## src/rtl/knn_pkg.sv

```systemverilog
// Shared widths and FSM encoding for the k-nearest-neighbour distance core.
package knn_pkg;

  localparam int KNN_DATA_W  = 32;
  localparam int KNN_COORD_W = KNN_DATA_W / 2;

  typedef enum logic [2:0] {
    ST_IDLE = 3'd0,
    ST_ARM  = 3'd1,
    ST_LOAD = 3'd2,
    ST_CALC = 3'd3,
    ST_DONE = 3'd4
  } knn_state_e;

endpackage

```

## src/rtl/knn_sqdiff.sv

```systemverilog
// Combinational squared absolute difference of one unsigned coordinate pair.
module knn_sqdiff
  import knn_pkg::*;
#(
  parameter int COORD_W = KNN_COORD_W
) (
  input  logic [COORD_W-1:0]   a,
  input  logic [COORD_W-1:0]   b,
  output logic [2*COORD_W-1:0] sq
);

  logic [COORD_W-1:0] diff;

  always_comb begin
    diff = (a >= b) ? (a - b) : (b - a);
  end

  // Zero-extend before multiplying so the full 2*COORD_W product is kept.
  assign sq = {{COORD_W{1'b0}}, diff} * {{COORD_W{1'b0}}, diff};

endmodule

```

## src/rtl/knn_core.sv

```systemverilog
// Loads Ax, Bx, Ay, By serially and produces a saturated squared Euclidean
// distance; KNN_VALUE is a separately sampled copy of the result register.
module knn_core
  import knn_pkg::*;
#(
  parameter int DATA_W = KNN_DATA_W
) (
  input  logic              clk,
  input  logic              rst,
  input  logic              KNN_ENABLE,
  input  logic              KNN_SAMPLE,
  input  logic [DATA_W-1:0] KNN_DATA_IN,
  output logic [DATA_W-1:0] KNN_VALUE
);

  localparam int CW = DATA_W / 2;

  knn_state_e        state_q, state_d;
  logic [1:0]        cnt_q, cnt_d;
  logic [CW-1:0]     ax_q, ax_d, bx_q, bx_d, ay_q, ay_d, by_q, by_d;
  logic [DATA_W-1:0] result_q, result_d;
  logic [DATA_W-1:0] value_q, value_d;

  logic [CW-1:0]     word;
  logic [DATA_W-1:0] sq_x, sq_y;
  logic [DATA_W:0]   sum;
  logic [DATA_W-1:0] sat;
  logic              data_hi_unused;

  assign word           = KNN_DATA_IN[CW-1:0];
  assign data_hi_unused = ^KNN_DATA_IN[DATA_W-1:CW];

  knn_sqdiff #(.COORD_W(CW)) u_sq_x (.a(ax_q), .b(bx_q), .sq(sq_x));
  knn_sqdiff #(.COORD_W(CW)) u_sq_y (.a(ay_q), .b(by_q), .sq(sq_y));

  assign sum = {1'b0, sq_x} + {1'b0, sq_y};
  assign sat = sum[DATA_W] ? {DATA_W{1'b1}} : sum[DATA_W-1:0];

  always_comb begin
    state_d  = state_q;
    cnt_d    = cnt_q;
    ax_d     = ax_q;
    bx_d     = bx_q;
    ay_d     = ay_q;
    by_d     = by_q;
    result_d = result_q;
    value_d  = KNN_SAMPLE ? result_q : value_q;

    case (state_q)
      ST_IDLE: begin
        if (KNN_ENABLE) state_d = ST_ARM;
      end
      // ARM always has cnt_q == 0, so its capture edge stores Ax.
      ST_ARM, ST_LOAD: begin
        if (!KNN_ENABLE) begin
          state_d = ST_IDLE;
          cnt_d   = 2'd0;
          ax_d    = '0;
          bx_d    = '0;
          ay_d    = '0;
          by_d    = '0;
        end else begin
          case (cnt_q)
            2'd0:    ax_d = word;
            2'd1:    bx_d = word;
            2'd2:    ay_d = word;
            default: by_d = word;
          endcase
          if (cnt_q == 2'd3) begin
            state_d = ST_CALC;
            cnt_d   = 2'd0;
          end else begin
            state_d = ST_LOAD;
            cnt_d   = cnt_q + 2'd1;
          end
        end
      end
      ST_CALC: begin
        if (!KNN_ENABLE) begin
          state_d = ST_IDLE;
          ax_d    = '0;
          bx_d    = '0;
          ay_d    = '0;
          by_d    = '0;
        end else begin
          result_d = sat;
          state_d  = ST_DONE;
        end
      end
      ST_DONE: begin
        if (!KNN_ENABLE) state_d = ST_IDLE;
      end
      default: begin
        state_d = ST_IDLE;
        cnt_d   = 2'd0;
      end
    endcase
  end

  always_ff @(posedge clk) begin
    if (rst) begin
      state_q  <= ST_IDLE;
      cnt_q    <= 2'd0;
      ax_q     <= '0;
      bx_q     <= '0;
      ay_q     <= '0;
      by_q     <= '0;
      result_q <= '0;
      value_q  <= '0;
    end else begin
      state_q  <= state_d;
      cnt_q    <= cnt_d;
      ax_q     <= ax_d;
      bx_q     <= bx_d;
      ay_q     <= ay_d;
      by_q     <= by_d;
      result_q <= result_d;
      value_q  <= value_d;
    end
  end

  assign KNN_VALUE = value_q;

endmodule

```

## config.mk

```make
export PLATFORM = sky130hd
export DESIGN_NAME = knn_core
export DESIGN_NICKNAME = d
export VERILOG_FILES = /design/src/rtl/knn_pkg.sv /design/src/rtl/knn_sqdiff.sv /design/src/rtl/knn_core.sv
export SDC_FILE = /design/constraint.sdc
export NUM_CORES = 1
export LEC_CHECK = 0
export BUFFER_PORTS_ARGS = -buffer_cell sky130_fd_sc_hd__buf_4
export CAP_MARGIN = 0
export CORE_MARGIN = 2
export CORE_UTILIZATION = 65
export CTS_CLUSTER_SIZE = 25
export DETAILED_ROUTE_END_ITERATION = 8
export GPL_TIMING_DRIVEN = 0
export HOLD_SLACK_MARGIN = 0.1
export PLACE_DENSITY = 0.83
export SYNTH_ARGS = -nofsm -noshare
export SYNTH_HDL_FRONTEND = slang
export SYNTH_SLANG_ARGS = --single-unit
```

## constraint.sdc

```tcl
create_clock -name clk -period 29.7 [get_ports clk]
set_clock_uncertainty 0.2 [all_clocks]
set_input_delay 1.485 -clock clk [delete_from_list [all_inputs] [get_ports clk]]
set_output_delay 1.485 -clock clk [all_outputs]
set_load 0.01 [all_outputs]
```

# Word-level counts from Yosys, hierarchy flattened
# Cells that the tools add are included.
[classes]
n_addsub = 6
mul = 2
magnitude_cmp = 2
n_eq_ne = 14
muxes = 25
reduce_logical = 12
[ops]
columns = ["operator", "n"]
rows = [
  ["16-bit two-way mux", 11],
  ["16-bit one-hot mux with 2 select lines", 4],
  ["16-bit by 16-bit multiplier with 32-bit output", 2],
  ["16-bit subtractor", 4],
  ["32-bit by 32-bit adder with 33-bit output", 1],
  ["16-bit greater-or-equal comparator", 2],
  ["32-bit two-way mux", 1],
  ["3-bit one-hot mux with 4 select lines", 1],
  ["3-bit AND reduction", 4],
  ["3-bit two-way mux", 3],
  ["3-bit by 2-bit inequality test with 1-bit output (second input constant)", 3],
  ["3-bit by 2-bit equality test with 1-bit output (second input constant)", 2],
  ["2-bit two-way mux", 3],
  ["2-bit inequality test (second input constant)", 3],
  ["3-bit OR reduction", 2],
  ["2-bit equality test (second input constant)", 2],
  ["2-bit one-hot mux with 2 select lines", 1],
  ["2-bit AND reduction", 2],
  ["3-bit by 1-bit equality test with 1-bit output (second input constant)", 1],
  ["3-bit equality test (second input constant)", 1],
  ["3-bit zero test", 1],
  ["3-bit inequality test (second input constant)", 1],
  ["2-bit by 1-bit adder with 2-bit output (second input constant)", 1],
  ["2-bit by 1-bit equality test with 1-bit output (second input constant)", 1],
  ["4 further kinds", 4],
]
[word_totals]
ff_bits = 133
input_bits = 36
out_inout_bits = 32
elab_cells = 69

# Logic depth before layout (Yosys ltp)
[logic_depth]
word_depth = 5
ltp_mapped = 41
depth_no_buf = 40

# Modules after synthesis
# A second synthesis with hierarchy kept.
[hier_totals]
hier_cells = 2919
hier_area_um2 = 24740.0
[modules_own_cells]
columns = ["module", "n_inst", "cells_per_inst", "area_each_um2", "seq_area_each_um2"]
rows = [
  ["knn_sqdiff at u_sq_y", 1, 1062, 9077.5, 0.0],
  ["knn_sqdiff at u_sq_x", 1, 1092, 9075.0, 0.0],
  ["knn_core", 1, 765, 6587.6, 2662.6],
]

# Least setup slack after synthesis
# No wires, ideal clock.
[synth_timing]
path_kind = "reg-to-reg"
start = "register ax_q[0]"
end = "register result_q[27]"
setup_time_ps = 91
t_arrival_ps = 9422
required_ps = 29409
setup_slack_ps = 19987
path_stages_with_launch = 38
n_path_buf = 4
synth_period_minus_slack_ps = 9713
cell_sequence = "dfxtp_1 -> inv_1 -> ha_1 -> inv_1 -> fa_1 -> a21o_1 -> a21o_1 -> a31oi_1 -> or4_1 -> clkbuf_1 -> nand2_4 -> buf_2 -> o21ai_0 -> xnor2_1 -> clkbuf_1 -> nand2_1 -> fa_1 -> inv_1 -> (+2 left out) -> fa_1 -> fa_1 -> fa_1 -> inv_1 -> fa_1 -> fa_1 -> fa_1 -> ha_1 -> inv_1 -> o41ai_1 -> a21oi_1 -> o31ai_1 -> o2bb2ai_1 -> o21bai_1 -> a21oi_1 -> xnor2_2 -> buf_6 -> a311oi_1"
[synth_via]
elab_chain_len = 5
word_cells_on_any_way = 7
cone_classes = "add/sub (3); mul (1); order compare (1); mux (2)"
[synth_lines]
columns = ["item", "line_no", "rtl"]
rows = [
  ["start: declaration", "knn_core.sv:20", "logic [CW-1:0] ax_q, ax_d, bx_q, bx_d, ay_q, ay_d, by_q, by_d;"],
  ["start signal: assignment", "knn_core.sv:104", "ax_q <= '0;"],
  ["start signal: assignment", "knn_core.sv:113", "ax_q <= ax_d;"],
  ["16-bit subtractor or 16-bit greater-or-equal comparator (tied branches)", "knn_sqdiff.sv:15", "diff = (a >= b) ? (a - b) : (b - a);"],
  ["16-bit two-way mux *", "knn_sqdiff.sv:15", ""],
  ["16-bit by 16-bit multiplier with 32-bit output *", "knn_sqdiff.sv:19", "assign sq = {{COORD_W{1'b0}}, diff} * {{COORD_W{1'b0}}, diff};"],
  ["32-bit by 32-bit adder with 33-bit output *", "knn_core.sv:36", "assign sum = {1'b0, sq_x} + {1'b0, sq_y};"],
  ["32-bit two-way mux *", "knn_core.sv:37", "assign sat = sum[DATA_W] ? {DATA_W{1'b1}} : sum[DATA_W-1:0];"],
  ["end signal: assignment", "knn_core.sv:117", "result_q <= result_d;"],
  ["end: declaration", "knn_core.sv:21", "logic [DATA_W-1:0] result_q, result_d;"],
]
# Every way passes the cells marked *; elsewhere a longest branch is shown, timed or not.
# A chain may end at the register's enable or synchronous reset.

# Worst setup path in the final report
[layout_timing]
start = "register ay_q[0]"
end = "register result_q[9]"
[layout_via]
elab_chain_len = 5
word_cells_on_any_way = 7
cone_classes = "add/sub (3); mul (1); order compare (1); mux (2)"
[layout_lines]
columns = ["item", "line_no", "rtl"]
rows = [
  ["start: declaration", "knn_core.sv:20", ""],
  ["start signal: assignment", "knn_core.sv:115", "ay_q <= ay_d;"],
  ["16-bit subtractor or 16-bit greater-or-equal comparator (tied branches)", "knn_sqdiff.sv:15", ""],
  ["16-bit two-way mux *", "knn_sqdiff.sv:15", ""],
  ["16-bit by 16-bit multiplier with 32-bit output *", "knn_sqdiff.sv:19", ""],
  ["32-bit by 32-bit adder with 33-bit output *", "knn_core.sv:36", ""],
  ["32-bit two-way mux *", "knn_core.sv:37", ""],
]
# Marks and branches as above.

==> results.sh <==
export IMPL_status="complete, no violations"
export IMPL_post_cts_setup_buffers=0
export IMPL_slew_headroom_pct=10.4
export IMPL_critical_path_slowest_cell="xor2_1"
export IMPL_start_kind="flip-flop"
export IMPL_synth_cell_types=84
export IMPL_maxCapViolations=0
export IMPL_syn_area_per_cell_sq_um=8.80
export IMPL_num_rows=68
export IMPL_synth_flop_cell="dfxtp_1"
export IMPL_viasPerCell=5.85
export IMPL_core_sq_um=34500
export IMPL_reg2reg_depth=34
export IMPL_grt_max_degree=17
export IMPL_htreeDepth=4
export IMPL_place_hpwl_um=50600
export IMPL_cp_common_cell="fa_1"
export IMPL_clock_sinks=133
export IMPL_die_h_um=191
export IMPL_drt_initial_drc_count=1415
export IMPL_worstSetupPathType="reg -> reg"
export IMPL_synth_enable_flop_cells=0
export IMPL_synthTopCellsByArea="fa_1, ha_1, dfxtp_1, inv_1, nor2_1"
export IMPL_place_ws_ps=17780
export IMPL_setup_tns_ps=0
export IMPL_grtUsageTotal_pct=34.9
export IMPL_hold_class="reg -> reg"
export IMPL_antenna_found_initial=1
export IMPL_ctsLongestPathBuffers=2
export IMPL_cp_num_cells=34
export IMPL_cts_root_buf="clkbuf_16"
export IMPL_place_gp_congestion=0.972
export IMPL_whs_path_depth=2
export IMPL_grt_pass1_wl_um=97500
export IMPL_dieArea_sq_um=36400
export IMPL_netlist_area_leader_share_pct=34.1
export IMPL_path_max_fanout=10
export IMPL_wl_per_cell_um=19.5
export IMPL_synth_commonest_cells="inv_1, fa_1, ha_1, nor2_1, nand2_1"
export IMPL_critPathRequiredTime_ps=29820
export IMPL_hold_violations=0
export IMPL_grt_overflow=0
export IMPL_start_util_pct=65.9
export IMPL_ys_seq_elements=133
export IMPL_syn_nets=3264
export IMPL_final_max_slew_violation_count=0
export IMPL_postRouteAntennaNets=0
export IMPL_n_fill_cell=2656
export IMPL_period_needed_ps=12130
export IMPL_cts_buffers=17
export IMPL_crit_buf_inv=8
export IMPL_crit_start="ay_q[0]"
export IMPL_dr_pass1_iters=6
export IMPL_clock_latency_ps=430
export IMPL_end_kind="flip-flop"
export IMPL_syn_instance_count=2579
export IMPL_reg2reg_from="ay_q[0]"
export IMPL_yosys_area_top_type="fa_1"
export IMPL_setup_violations=0
export IMPL_yosysSeqAreaShare_pct=11.7
export IMPL_drc=0
export IMPL_first_global_vias=19600
export IMPL_async_reset_ff_share_pct=0
export IMPL_rsz0062_at_grt="false"
export IMPL_layout_drive_gt1_share_pct=5.75
export IMPL_clk_pin_slew_worst_paths_ps=70
export IMPL_cts_resized=0
export IMPL_final_setup_worst_slack_ps=17570
export IMPL_hp_start="bx_q[15]"
export IMPL_fin_util_pct=70.4
export IMPL_nets=3332
export IMPL_cp_slowest_stage_delay_ps=730
export IMPL_syn_to_final_growth_pct=6.86
export IMPL_cts_tree="built"
export IMPL_worst_pin_slew_ps=1330
export IMPL_fmaxAchievable_mhz=82.4
export IMPL_synth_area_sq_um=22700
export IMPL_die_w_um=191
export IMPL_arrival_ps=12250
export IMPL_cts_hold_buf=0
export IMPL_numPortBuffers=49
export IMPL_via_count=18200
export IMPL_yosysMostFrequentCell="inv_1"
export IMPL_wirelength_um=60900
export IMPL_io_pins=68
export IMPL_finalCritPeriodShare_pct=40.8
export IMPL_yosysWarnings=0
export IMPL_critical_path_top_delay_family="adder cells"
export IMPL_num_antenna_cells=0
==> path summary, 6_finish.rpt <==
path	endpoint	slack [ps]
setup / recovery	result_q[9]	17570
hold / removal	bx_q[15]	260
setup reg to reg	result_q[9]	17570
hold reg to reg	bx_q[15]	260
==> worst register-to-register path, delay by kind of cell (launching register included) <==
kind / cells / cell delay (ps)
buf+inv: 8 / 2380
flops: 1 / 350
compound gates: 10 / 3050
fa+ha+maj: 10 / 4480
simple gates: 4 / 630
xor+xnor: 2 / 910
==> per-stage QoR <==
stage,cell area (sq um),cells,hold slack [ps]
after floorplan,22700,2579,236
after global placement,23600,3083,244
after detailed placement,23600,3083,249
after CTS,24200,3115,258
after global routing,24300,3115,293
final,24300,3115,257
==> cell usage in the layout, fill, tap and decap left out, drive strengths merged, types with 28 or more instances in the layout <==
cell,synthesis,routed
nand2b,42,42
a21oi,151,151
xnor2,43,43
xor2,32,32
a311oi,28,28
o21ai,35,35
clkbuf,68,86
dfxtp,133,133
nand2,189,189
nand3,78,78
nor2,257,257
inv,570,576
buf,31,80
ha,262,262
mux2i,42,42
fa,387,387
a21o,55,55
==> flip-flops by register name (all words and copies together), names as in the netlist <==
register	flops
state_q	3
bx_q	16
ax_q	16
cnt_q	2
by_q	16
result_q	32
ay_q	16
KNN_VALUE	32
==> kinds of logic (layout without fill, tap and decap cells) <==
group / Yosys count / after routing / synth area share [%]
simple gates: 644 / 644 / 12.5
compound gates: 359 / 359 / 10.4
mux: 48 / 48 / 2.15
flops: 133 / 133 / 11.7
buf+inv: 671 / 752 / 11.5
xor+xnor: 75 / 75 / 3.18
fa+ha+maj: 649 / 649 / 48.6
==> per-layer routing <==
metal,GRT usage (%),part of all wire [%]
met4,20.9,6.6
met5,0,0
met1,40.4,37
met3,5.59,6.5
met2,60.9,50
==> area by class of cell <==
type	instances	area [sq um]	area share, %
Inverter	572	2150	8.86
Clock buffer	18	439	1.81
Timing Repair Buffer	49	368	1.52
Clock inverter	14	165	0.681
Buffer	99	452	1.86
Sequential cell	133	2660	11.0
Tap cell	455	569	2.35
Multi-Input combinational cell	1775	17400	71.9
Power is left out: the tool's default activity adds up to more than one toggle a clock period on the data nets, which glitch-free logic cannot reach.
